===== src/rtl/ob_readback_ctrl.sv =====
// ob_readback_ctrl
// Reads result rows out of the output-buffer SRAM after a matrix job and
// serializes each row into WIDTH-bit elements on a valid/ready stream.
// busy_o lets the top level hand OB port ownership to this block.
//
// Stream handshake: an element transfers on a rising clk_i edge where both
// rd_valid_o and rd_ready_i are high. Once rd_valid_o is high, rd_data_o,
// rd_col_o and rd_last_o hold steady until that transfer, and rd_valid_o
// only falls after a transfer (or on reset). rd_ready_i may lead rd_valid_o.
module ob_readback_ctrl #(
    parameter  int WIDTH  = 8,
    parameter  int COL    = 4,
    parameter  int O_SIZE = 256,
    localparam int AW     = $clog2(O_SIZE),
    localparam int CW     = (COL > 1) ? $clog2(COL) : 1
) (
    input  logic                 clk_i,
    input  logic                 rstn_async_i,
    input  logic                 start_i,
    input  logic [AW-1:0]        base_addr_i,
    input  logic [AW-1:0]        num_rows_i,
    output logic                 busy_o,
    output logic                 done_o,
    output logic                 ob_mem_cenb_o,
    output logic                 ob_mem_wenb_o,
    output logic [AW-1:0]        ob_mem_addr_o,
    input  logic [COL*WIDTH-1:0] ob_mem_data_i,
    output logic [WIDTH-1:0]     rd_data_o,
    output logic                 rd_valid_o,
    input  logic                 rd_ready_i,
    output logic [CW-1:0]        rd_col_o,
    output logic                 rd_last_o,
    output logic [2:0]           dbg_state_o
);

    typedef enum logic [2:0] {
        ST_IDLE = 3'd0,
        ST_READ = 3'd1,
        ST_CAPT = 3'd2,
        ST_SEND = 3'd3,
        ST_DONE = 3'd4
    } state_t;

    localparam logic [CW-1:0] ELEM_LAST = CW'(COL - 1);
    localparam logic [AW-1:0] ADDR_LAST = AW'(O_SIZE - 1);

    state_t                 state;
    logic [AW-1:0]          num_rows_q;
    logic [AW-1:0]          row_cnt;
    logic [COL*WIDTH-1:0]   row_reg;
    logic [WIDTH-1:0]       row_words [COL];
    logic [CW-1:0]          elem_nxt;
    logic                   last_row;
    logic                   hs;

    // The OB port is only ever read from this block.
    assign ob_mem_wenb_o = 1'b1;
    assign dbg_state_o   = state;

    assign elem_nxt = rd_col_o + CW'(1);
    assign last_row = (row_cnt == num_rows_q);
    assign hs       = rd_valid_o & rd_ready_i;

    // Split the captured row into elements, element 0 in the LSBs.
    always_comb begin
        for (int i = 0; i < COL; i++) begin
            row_words[i] = row_reg[i*WIDTH +: WIDTH];
        end
    end

    // Readback sequencer: READ issues one SRAM read, CAPT latches the row,
    // SEND streams its elements; all outputs are registered here.
    always_ff @(posedge clk_i or negedge rstn_async_i) begin
        if (!rstn_async_i) begin
            state         <= ST_IDLE;
            num_rows_q    <= '0;
            row_cnt       <= '0;
            row_reg       <= '0;
            busy_o        <= 1'b0;
            done_o        <= 1'b0;
            ob_mem_cenb_o <= 1'b1;
            ob_mem_addr_o <= '0;
            rd_data_o     <= '0;
            rd_valid_o    <= 1'b0;
            rd_col_o      <= '0;
            rd_last_o     <= 1'b0;
        end else begin
            case (state)
                ST_IDLE: begin
                    if (start_i) begin
                        num_rows_q    <= num_rows_i;
                        ob_mem_addr_o <= base_addr_i;
                        row_cnt       <= '0;
                        ob_mem_cenb_o <= 1'b0;
                        busy_o        <= 1'b1;
                        state         <= ST_READ;
                    end
                end
                ST_READ: begin
                    // Read data shows up on the port during CAPT.
                    ob_mem_cenb_o <= 1'b1;
                    state         <= ST_CAPT;
                end
                ST_CAPT: begin
                    row_reg    <= ob_mem_data_i;
                    rd_data_o  <= ob_mem_data_i[WIDTH-1:0];
                    rd_col_o   <= '0;
                    rd_valid_o <= 1'b1;
                    rd_last_o  <= (ELEM_LAST == '0) && last_row;
                    state      <= ST_SEND;
                end
                ST_SEND: begin
                    if (hs) begin
                        if (rd_col_o != ELEM_LAST) begin
                            rd_col_o  <= elem_nxt;
                            rd_data_o <= row_words[elem_nxt];
                            rd_last_o <= (elem_nxt == ELEM_LAST) && last_row;
                        end else begin
                            rd_valid_o <= 1'b0;
                            rd_last_o  <= 1'b0;
                            if (last_row) begin
                                done_o <= 1'b1;
                                state  <= ST_DONE;
                            end else begin
                                row_cnt       <= row_cnt + AW'(1);
                                // Wrap explicitly so a non power-of-two depth still works.
                                ob_mem_addr_o <= (ob_mem_addr_o == ADDR_LAST) ? '0
                                                 : ob_mem_addr_o + AW'(1);
                                ob_mem_cenb_o <= 1'b0;
                                state         <= ST_READ;
                            end
                        end
                    end
                end
                ST_DONE: begin
                    done_o <= 1'b0;
                    busy_o <= 1'b0;
                    state  <= ST_IDLE;
                end
                default: begin
                    state <= ST_IDLE;
                end
            endcase
        end
    end

endmodule


===== config.mk =====
export PLATFORM = sky130hd
export DESIGN_NAME = ob_readback_ctrl
export DESIGN_NICKNAME = d
export VERILOG_FILES = /design/src/rtl/ob_readback_ctrl.sv
export SDC_FILE = /design/constraint.sdc
export NUM_CORES = 1
export LEC_CHECK = 0
export ABC_AREA = 0
export CAP_MARGIN = 20
export CORE_UTILIZATION = 35
export DETAILED_ROUTE_END_ITERATION = 16
export MAX_ROUTING_LAYER = met4
export PLACE_DENSITY = 0.69
export SYNTH_ARGS = -nofsm -noshare
export SYNTH_HDL_FRONTEND = slang
export SYNTH_SLANG_ARGS = --single-unit

===== constraint.sdc =====
create_clock -name clk_i -period 2.24 [get_ports clk_i]
set_input_delay 0.448 -clock clk_i [delete_from_list [all_inputs] [get_ports clk_i]]
set_output_delay 0.448 -clock clk_i [all_outputs]
set_load 0.02 [all_outputs]

Yosys cells after proc, flatten, opt, wreduce, memory -nomap -nowiden
Cells that the tools add are included.

cells by class
  reductions and logical operators = 16
  multiplexer cells = 42
  equality and inequality tests = 14
  bitwise logic cells = 2
  add/subtract/negate cells = 3
  magnitude comparators = 1

operator list
  kind                   count
  $mux W8                13
  $pmux W8 S2            3
  $add A8 B1 Y8 const B  2
  $bmux W8 S2            1
  $ne A2 B2 Y1 const B   7
  $mux W1                12
  $mux W3                4
  $pmux W3 S4            1
  $reduce_and A5 Y1      2
  $reduce_and A3 Y1      3
  $eq A8 B8 Y1           1
  $eq A8 B8 Y1 const B   1
  $pmux W1 S2            4
  $reduce_bool A2 Y1     4
  $eq A3 B2 Y1 const B   2
  $reduce_and A2 Y1      3
  $mux W2                2
  $pmux W2 S2            1
  $reduce_and A4 Y1      1
  $eq A3 B1 Y1 const B   1
  $eq A3 B3 Y1 const B   1
  $ge A3 B3 Y1 const B   1
  $logic_not A3 Y1       1
  $not A2 Y3             1
  6 further kinds        6

word-level totals
  input bits = 52
  output and inout bits = 27
  register bits = 74
  logic and storage cells = 90

Longest topological paths before layout
Gate-level depths: netlist of the first run.

  depth in word-level cells = 8
  mapped depth = 8
  depth with buffers taken out = 6

Worst setup path after synthesis of the first run
No wires, ideal clock.

  path kind = register to register
  from = register rd_col_o[0]
  to = register rd_data_o[0]
  path buffers = 2
  data required time = 2.099 ns
  path slack = -0.027 ns
  setup time = 0.141 ns
  arrival time = 2.126 ns
  clock period less this slack = 2.267 ns
  stages on the path, launching flop included = 8
  cells stage by stage = dfrtp_1 > clkbuf_1 > inv_1 > ha_1 > clkbuf_1 > mux4_2 > nand2_1 > a31oi_1

on the way
  word-level cells in the longest chain between the ends = 8

ends and longest elaborated chain
  what                                         line  RTL
  start, declared                              31    output logic [CW-1:0] rd_col_o,
  start signal, assigned                       115   rd_col_o <= elem_nxt;
  $add A2 B1 Y2                                60    assign elem_nxt = rd_col_o + CW'(1);
  $not A2 Y3 (implied by the code)             116   rd_data_o <= row_words[elem_nxt];
  $bmux W8 S2                                  116
  $mux W8 (implied by the code) (2 in series)  116
  $mux W8                                      114   if (rd_col_o != ELEM_LAST) begin
  $mux W8                                      113   if (hs) begin
  $pmux W8 S2                                  88    case (state)
  end signal, assigned                         106   rd_data_o <= ob_mem_data_i[WIDTH-1:0];
  end signal, assigned                         116
  end, declared                                28    output logic [WIDTH-1:0] rd_data_o,

Parallel ways exist; a longest one is shown, timed or not. The select of a mux whose other input is x is not followed.
A chain may end at the register's enable or synchronous reset.

Worst setup path in the final report of the first run
  from = register rd_col_o[0]
  to = output port rd_col_o[0]

No word-level cell between the ends.

==> summary.md, run 1 <==
| Metric | Value |
|---|---|
| Setup Fix Bufs, Post-CTS | `0` |
| Layout cells sized above 1 | `between 20 and 25%` |
| Clock Latency Late Sink | `0.36 ns` |
| Mapped Nets | `around 360` |
| Slew Limit Headroom | `between 60% and 70%` |
| Async set-reset flop share out of synthesis | `between 90% and 100%` |
| WP data arrival | `about 1.6 ns` |
| CTS Hold Buffers Added | `0` |
| Kind of critical path | `register to output port` |
| Most common cell after layout, fill and taps aside | `clkdlybuf4s50_1` |
| Status | `complete, no violations` |
| Max-slew violation count | `0` |
| Setup TNS | `0 ns` |
| LEAKAGE | `a little over 2 nW` |
| WL per Instance | `roughly 15 um` |
| Tmin final | `just over 2 ns` |
| Drt pass-1 iters | `4` |
| Pin count of the biggest net entering global routing | `42` |
| Pwr Total | `5.27 mW` |
| Fmax | `483 MHz` |
| Net count reported at finish | `about 450` |
| Post-synthesis sequential area ratio | `about 52%` |
| Hold slack | `a little over 0.03 ns` |
| Post-CTS resize count | `0` |
| Iter 0 DRT Violations | `between 60 and 70` |
| Top FF cell, synth | `dfrtp_1` |
| Final WL | `between 8000 and 9000 um` |
| Post-Syn Instances | `approximately 310` |
| Root Buffer | `clkbuf_8` |
| Via density | `between 5 and 6` |
| Die H | `around 100 um` |
| Htree depth | `3` |
| Boundary pin count | `79` |
| Max rail drop VDD | `about 0.53 mV` |
| Total CTS buffers | `9` |
| Area Growth Syn to Fin | `33.5%` |
| RSZ-0062 raised after global routing | `false` |
| Clock Skews | `0.0101 ns` |
| Dpl hpwl | `5710 um` |
| Setup crit end kind | `output port` |
| Final Hold Vio Count | `0` |
| Worst endpoint required time | `about 1.8 ns` |
| CTS tree | `done` |
| Clock sinks | `74` |
| Post-Syn Area | `~3500 sq um` |
| Yosys reg bits | `74` |
| Share of the synthesized area in the top cell type | `approximately 52%` |
| Syn. warnings | `0` |
| Worst-Margin Slew | `approximately 0.56 ns` |
| PD cells | `between 1000 and 1500 nW/um^2` |
| Synth cell types | `42` |
| Max reg flops | `32` |
| Most frequent cells in the layout | `clkdlybuf4s50_1 (76), dfrtp_1 (73), mux2_2 (43)` |
| Total grt overflow | `0` |
| Setup-failing EPs final | `0` |
| Rows | `36` |
| Routability congestion estimate from global placement | `~0.84` |
| Port bufs | `77` |
| CP Max Fanout | `9` |
| Post-synth top area cell | `dfrtp_1` |
| Buffer levels on the longest clock path | `2` |
| First-pass GRT wire length | `approximately 14000 um` |
| EDFF count, synth | `0` |
| Area contributors post-synth | `dfrtp_1 (52%), mux2_2 (14%), mux4_2 (5.1%), nand2_1 (3.1%), a31oi_1 (2.3%)` |
| Initial antenna violation count | `0` |
| Die Wd | `103 um` |
| Final ANT Viol Nets | `0` |
| Residual DRC | `0` |
| Full die area | `around 11000 sq um` |
| CTS clk-pin slew, worst paths | `roughly 0.080 ns` |
| Avg Cell Area, Syn | `between 10 and 15 sq um` |
| Vias in the first global route | `around 2800` |
| Total track usage | `approximately 18%` |
| Final Cycle Share | `between 90 and 100%` |
| Max-Cap Viols | `0` |
| Total number of vias | `2686` |
| Starting Density | `36.2%` |
| # diodes | `0` |
| Core Area | `9770 sq um` |
| HP Class | `primary input to async pin` |
| Setup crit start kind | `register` |
-- final cells by class --
type                       instances  area, sq um
clock buffer                       9          124
clock inverter                     7         75.1
fill                             892         5050
inverter                           8         30.0
multi-input combinational        207         1580
sequential                        74         1850
tap                              133          166
timing repair buffer              91          898
-- routing by layer --
layer / GRT usage [%] / up-vias / wire, um
met4: 4.95 / 0 / 65
met3: 5.97 / 7 / 536
li1: - / 1277 / -
met1: 20.8 / 1328 / 3480
met2: 28.2 / 74 / 3970
met5: - / - / 0
-- per-stage QoR --
stage	util, %	setup slack [ns]	cell area [sq um]	cells
final	48.4	0.170	4730	529
after global routing	48.4	0.0619	4730	529
after CTS	48.4	0.114	4730	529
after detailed placement	46.3	0.187	4530	513
after global placement	46.3	0.204	4530	513
after floorplan	-	0.190	3540	306
-- where the power goes --
part / total [mW] / switching [mW] / internal, mW
Combinational: 2.05 / 0.900 / 1.15
Clock: 1.05 / 0.533 / 0.520
Sequential: 2.17 / 0.345 / 1.82
Total: 5.27 / 1.78 / 3.50
-- critical path: stages (launching register included) --
cell and delay (ns):
dfrtp_1 0.37, buf_4 0.24, clkdlybuf4s50_1 0.65
-- logic make-up after synthesis --
family	count (synthesis)	synth area share [%]
multiplexers	52	19.2
AO/OA/AOI/OAI	61	11.2
XOR/XNOR	8	1.98
flip-flops	74	52.3
buffers and inverters	25	3.07
adder cells (fa/ha/maj)	4	1.41
other	1	0.106
AND/OR/NAND/NOR	81	10.7
-- cell usage after synthesis, types with 3 or more instances --
library cell / instances
mux2_2: 43
buf_2: 3
nor2_1: 20
clkbuf_1: 11
o21ai_0: 9
mux4_2: 8
a21oi_1: 13
nor3_1: 5
and3_1: 7
a31oi_1: 13
dfrtp_1: 73
o21a_1: 3
ha_1: 4
nand3_1: 13
xor2_1: 8
nand2_1: 29
o21ai_1: 3
o22ai_1: 4
inv_1: 8
-- worst paths after layout --
path                                         startpoint                      endpoint  slack, ns  cells after the start
max in group asynchronous                  rstn_async_i     ob_mem_cenb_o$_DFFE_PN1P_       1.57                      2
setup reg to reg           ob_mem_addr_o[0]$_DFFE_PN0P_  ob_mem_addr_o[0]$_DFFE_PN0P_       0.27                      5
hold reg to reg                 row_reg[23]$_DFFE_PN0P_       row_reg[23]$_DFFE_PN0P_       0.51                      1
setup / recovery                rd_col_o[0]$_DFFE_PN0P_                   rd_col_o[0]       0.17                      2
min in group clk_i              row_reg[23]$_DFFE_PN0P_       row_reg[23]$_DFFE_PN0P_       0.51                      1
hold / removal                             rstn_async_i     num_rows_q[5]$_DFFE_PN0P_       0.03                      1
(Power assumes the default switching activity.)
==> run 2, diff against run 1 <==
--- a/config.mk
+++ b/config.mk
@@ -8,6 +8,7 @@
 export ABC_AREA = 0
 export CAP_MARGIN = 20
 export CORE_UTILIZATION = 35
+export CTS_BUF_LIST = sky130_fd_sc_hd__clkbuf_8
 export DETAILED_ROUTE_END_ITERATION = 16
 export MAX_ROUTING_LAYER = met4
 export PLACE_DENSITY = 0.69
==> results of run 2 <==
The final DEF is identical to that of run 1; final timing and power are the same.
